File: config.mk
export PLATFORM = sky130hd
export DESIGN_NAME = toggle_bank
export DESIGN_NICKNAME = d
export VERILOG_FILES = /design/src/rtl/toggle_bank.sv
export SDC_FILE = /design/constraint.sdc
export NUM_CORES = 1
export LEC_CHECK = 0
export ABC_CLOCK_PERIOD_IN_PS = 3700
export CAP_MARGIN = 20
export CORE_MARGIN = 3
export CORE_UTILIZATION = 35
export CTS_BUF_LIST = sky130_fd_sc_hd__clkbuf_8
export DETAILED_ROUTE_END_ITERATION = 6
export SYNTH_ARGS = -nofsm -noshare
export SYNTH_HDL_FRONTEND = slang
export SYNTH_SLANG_ARGS = --single-unit
File: constraint.sdc
create_clock -name clk -period 3.7 [get_ports clk]
set_input_delay 0.925 -clock clk [delete_from_list [all_inputs] [get_ports clk]]
set_output_delay 0.925 -clock clk [all_outputs]
set_load 0.01 [all_outputs]
File: src/rtl/toggle_bank.sv
// Bank of independent toggle flip-flops with level/rising-edge request modes,
// parallel load, and saturating per-channel toggle counters.
module toggle_bank #(
  parameter int                 WIDTH     = 8,
  parameter int                 CNT_W     = 4,
  parameter logic [WIDTH-1:0]   RESET_VAL = '0
) (
  input  logic                   clk,
  input  logic                   resetn,
  input  logic [WIDTH-1:0]       in,
  input  logic                   edge_mode,
  input  logic                   load,
  input  logic [WIDTH-1:0]       load_val,
  input  logic                   cnt_clr,
  output logic [WIDTH-1:0]       out,
  output logic [WIDTH-1:0]       toggled,
  output logic [WIDTH*CNT_W-1:0] cnt,
  output logic                   cnt_sat
);

  logic [WIDTH-1:0] in_q;
  logic [WIDTH-1:0] tg;
  logic [CNT_W-1:0] cnt_q [WIDTH];
  logic [CNT_W-1:0] cnt_d [WIDTH];
  logic             sat_any;

  function automatic logic [CNT_W-1:0] sat_inc(input logic [CNT_W-1:0] v);
    if (&v) return v;
    else    return v + 1'b1;
  endfunction

  // Request decode and next-count computation; a load swallows all requests.
  always_comb begin
    tg      = load ? '0 : (edge_mode ? (in & ~in_q) : in);
    sat_any = 1'b0;
    cnt     = '0;
    for (int i = 0; i < WIDTH; i++) begin
      cnt_d[i] = cnt_clr ? '0 : cnt_q[i];
      if (tg[i]) cnt_d[i] = sat_inc(cnt_d[i]);
      if (&cnt_q[i]) sat_any = 1'b1;
      cnt[i*CNT_W +: CNT_W] = cnt_q[i];
    end
  end

  // Register stage: in_q tracks in unconditionally so mode switches see no false edge.
  always_ff @(posedge clk or negedge resetn) begin
    if (!resetn) begin
      out     <= RESET_VAL;
      in_q    <= '0;
      toggled <= '0;
      cnt_q   <= '{default: '0};
      cnt_sat <= 1'b0;
    end else begin
      in_q    <= in;
      out     <= load ? load_val : (out ^ tg);
      toggled <= tg;
      cnt_q   <= cnt_d;
      cnt_sat <= sat_any;
    end
  end

endmodule
* After elaboration in Yosys (flattened, before gate mapping)
Cells that the tools add are included.
** Word-level totals
- Memories :: 0
- Memory bits (writable) :: 0
- Latch bits :: 0
- Register bits after elaboration :: 57
- Input bits :: 21
- Logic and storage cells :: 74
- Memory bits (read-only) :: 0
** Cells by class
- Div/mod/pow operators :: 0
- Shift operators :: 0
- Reductions and logical operators :: 16
- Muxes and demuxes :: 35
- Equality and inequality tests :: 0
- $add $sub $neg :: 8
- Bitwise operators :: 3
- $lt $le $gt $ge :: 0
- Multiply operators :: 0
** Operators with widths (number)
- $mux W4 :: 24
- $reduce_and A4 Y1 :: 16
- $add A4 B1 Y4 const B :: 8
- $mux W8 :: 3
- $and A8 B8 Y8 :: 1
- $mux W1 :: 8
- $not A8 Y8 :: 1
- $xor A8 B8 Y8 :: 1

* Depth between registers and ports, before layout
- Word-level depth :: 9
- Mapped depth :: 6
- Depth with buffers taken out :: 5

* Least setup slack after synthesis
No wires, ideal clock.
- Kind :: in2reg
- From :: in cnt_clr
- To :: reg cnt_q, in the netlist cnt[29]
- Arrival time :: 2033 ps
- Cell stages on the path :: 6
- Setup time :: 125 ps
- Data required time :: 3575 ps
- Path slack :: 1543 ps
- Buffers on the path :: 1
- Path through :: buf_4 -> nor2b_1 -> ha_1 -> nand2_1 -> o211ai_2 -> mux2_2
** RTL lines
- from (decl) :: RTL line 14 : input logic cnt_clr,
- to (signal assigned) :: RTL line 57 : cnt_q <= cnt_d;
- to (decl) :: RTL line 23 : logic [CNT_W-1:0] cnt_q [WIDTH];

==> results.py <==
metrics = {
    "run_status": {
        "status": "completed",
    },
    "finish": {
        "fin_area_mm2": 0.003846,
        "fill_cells": 754,
        "final_nets": 336,
        "drive_above_1_share": 0.1763,
        "diodes": 0,
        "area_growth_pct": 31.37,
    },
    "route": {
        "drc": 0,
        "firstDrtPassIters": 4,
        "ant_nets": 0,
        "wl_per_cell_um": 15.63,
        "drt_iter0_drc": 75,
        "num_vias": 2123,
        "via_per_inst": 5.128,
        "wirelength_um": 6470,
    },
    "clock_network": {
        "cts_resized": 0,
        "ctsHoldBuffers": 0,
        "clk_pin_slew_ns": 0.06,
        "cts_setup_buffers": 0,
        "htreeDepth": 3,
        "cts_sinks": 57,
        "clk_latency_ns": 0.33,
        "cts_tree": "done",
        "clk_path_buf_depth": 2,
        "numCtsBuffers": 9,
        "root_buffer": "clkbuf_8",
    },
    "power_and_ir_drop": {
        "power_mw": 1.530,
        "irDropWorstVdd_uv": 245.9,
        "p_per_area_mw_per_mm2": 397.8,
        "p_leak_nw": 1.666,
    },
    "place": {
        "pre_cts_slack_ns": 0.8718,
        "place_congestion": 0.7614,
        "dpl.hpwl_um": 4452,
        "postPlaceCellArea_mm2": 0.003631,
        "portBuffers": 69,
    },
    "global_routing": {
        "grt_use_met1": 0.2015,
        "grt_use_met3": 0.05958,
        "track_usage": 0.1428,
        "first_global_vias": 2089,
        "grt_pass1_wl_um": 10750,
        "grt.busiest_layer": "met1",
        "grt_max_degree": 38,
        "grt_overflow_total": 0,
        "use_met2": 0.2014,
        "antenna_found_initial": 0,
    },
    "hold_path": {
        "holdPathStages": 1,
        "whs_endpoint": "out[0]",
        "min_from": "out[0]",
        "hold_class": "register to register",
    },
    "worst_setup_path": {
        "path_cells": "clkdlybuf4s50_1 -> buf_4 -> nor2b_1 -> ha_1 -> nand4b_1 -> nand3_2 -> mux2_4",
        "critPathMaxStageDelay_ns": 0.45,
        "r2r_slack_ns": 2.08,
        "r2r-end": "cnt[21]",
        "crit_slowest_cell": "clkdlybuf4s50_1",
        "startpoint_type": "input pin",
        "required_ns": 3.92,
        "crit_fanout": 35,
        "r2r_cells": 5,
        "arrival_ns": 2.71,
        "critPathCaptureType": "register",
        "worstSetupPathType": "input pin to register",
        "r2r-start": "cnt[20]",
    },
    "floorplan": {
        "rows": 32,
        "die_area_mm2": 0.009498,
        "die_h_um": 97.46,
        "io_pins": 70,
        "die_x_um": 97.46,
        "core_mm2": 0.007928,
        "initial_core_util": 0.3693,
    },
    "timing": {
        "period_share": 0.6729,
        "slew_headroom": 0.6414,
        "setup_viol": 0,
        "worst_pin_slew_ns": 0.5362,
        "min_period_ns": 2.490,
        "setup_tns_ns": 0,
        "fin_skew_ns": 0.007438,
        "grt_setup_unrepaired": "no",
        "fmax_mhz": 401.7,
        "setup_ws_ns": 1.210,
        "finalHoldViolations": 0,
        "maxSlewViolCount": 0,
        "hold-worst-slack_ns": 0.4760,
    },
    "logic_synthesis": {
        "synth_nets": 266,
        "syn-cell-area_mm2": 0.002928,
        "async_flop_share": 1.000,
        "syn-mean-instance-area_um2": 12.35,
        "ys_ff_latch": 57,
        "seq_area_frac_synth": 0.4872,
        "ys_warn_count": 0,
        "synth-main-ff-cell": "dfrtp_1",
        "synthCells": 237,
        "synth_edf_count": 0,
        "ys_types": 31,
    },
    "job": {
        "drv_cap": 0,
    },
}
==> synth_stat cells, drive strengths merged, types with 2 or more instances <==
cell type / number / area (µm²)
dfrtp: 57 / 1426
nor2b: 25 / 171.4
a31oi: 16 / 100.1
mux2i: 16 / 160.2
nand2: 14 / 52.55
buf: 12 / 127.6
and2: 9 / 61.31
a311oi: 8 / 120.1
a32oi: 8 / 70.07
and3: 8 / 55.05
ha: 8 / 100.1
mux2: 8 / 97.59
xnor2: 8 / 70.07
and2b: 6 / 60.06
nand2b: 6 / 37.54
nor2: 6 / 22.52
o211ai: 6 / 75.07
nand4: 5 / 31.28
nand3: 2 / 20.02
nand4b: 2 / 17.52
nor3b: 2 / 15.01
==> flip-flops by register name, indices dropped and copies added, names as in the netlist <==
name and cells:
cnt 32, cnt_sat 1, in_q 8, out 8, toggled 8
==> final cells by class <==
cell class,instances,area (µm²),share of cell area
inverter,1,3.754,0.0009759
clock buffer,12,165.2,0.04294
sequential,57,1426,0.3709
tap,102,127.6,0.03318
multi-input combinational,166,1365,0.3549
clock inverter,4,50.05,0.01301
timing repair buffer,72,708.2,0.1841
==> where the power goes <==
| group | switching [mW] | total [mW] | internal [mW] | leakage [nW] |
|---|---|---|---|---|
| Combinational | 0.101 | 0.227 | 0.126 | 0.819 |
| Sequential | 0.0271 | 0.689 | 0.662 | 0.742 |
| Clock | 0.249 | 0.614 | 0.365 | 0.105 |
==> routing by layer <==
metal | vias to the layer above | share of wire
li1 | 1009 | -
met1 | 1039 | 0.48
met2 | 69 | 0.44
met3 | 6 | 0.073
met4 | 0 | 0.0063
met5 | - | 0
==> stage by stage <==
step | std cells | util
global route | 414 | 0.4852
finish | 414 | 0.4852
global placement | 398 | 0.4580
CTS | 414 | 0.4852
floorplan | 237 | -
detailed placement | 398 | 0.4580
==> worst max-delay path: cells and delay by family <==
family                   cells  cell delay [ns]
buffers and inverters        2             0.81
multiplexers                 1             0.30
AND/OR/NAND/NOR              3             0.38
adder cells (fa/ha/maj)      1             0.27
==> cell usage in the layout (no fill, tap or decap), types with 8 or more instances in the layout <==
cell and n:
xnor2_1 8, a311oi_2 8, ha_1 8, clkdlybuf4s50_1 68, mux2i_1 16, nor2b_1 23
a32oi_1 8, dfrtp_1 57, a31oi_1 16, clkbuf_8 12, nand2_1 14
==> how the worst max path moves through the flow <==
stage          startpoint  endpoint  cells past startpoint
3_5_place_dp      cnt_clr   cnt[13]                      7
5_1_grt           cnt_clr    cnt[5]                      7
3_3_place_gp      cnt_clr    cnt[5]                      7
6_report          cnt_clr   cnt[13]                      7
4_1_cts           cnt_clr   cnt[25]                      7
2_1_floorplan     cnt_clr   cnt[29]                      6
==> cell families (layout without fill, tap and decap cells) <==
group	after synthesis	in the layout	share of synthesized area
xor gates and xnor gates	8	8	0.02393
muxes	24	24	0.08803
DFF	57	57	0.4872
adders and majority gates	8	8	0.03419
buffers and inverters	14	89	0.04658
AOI/OAI and AO/OA	41	41	0.1342
and+or+nand+nor	85	85	0.1859
Power figures use the tool's default switching activity.
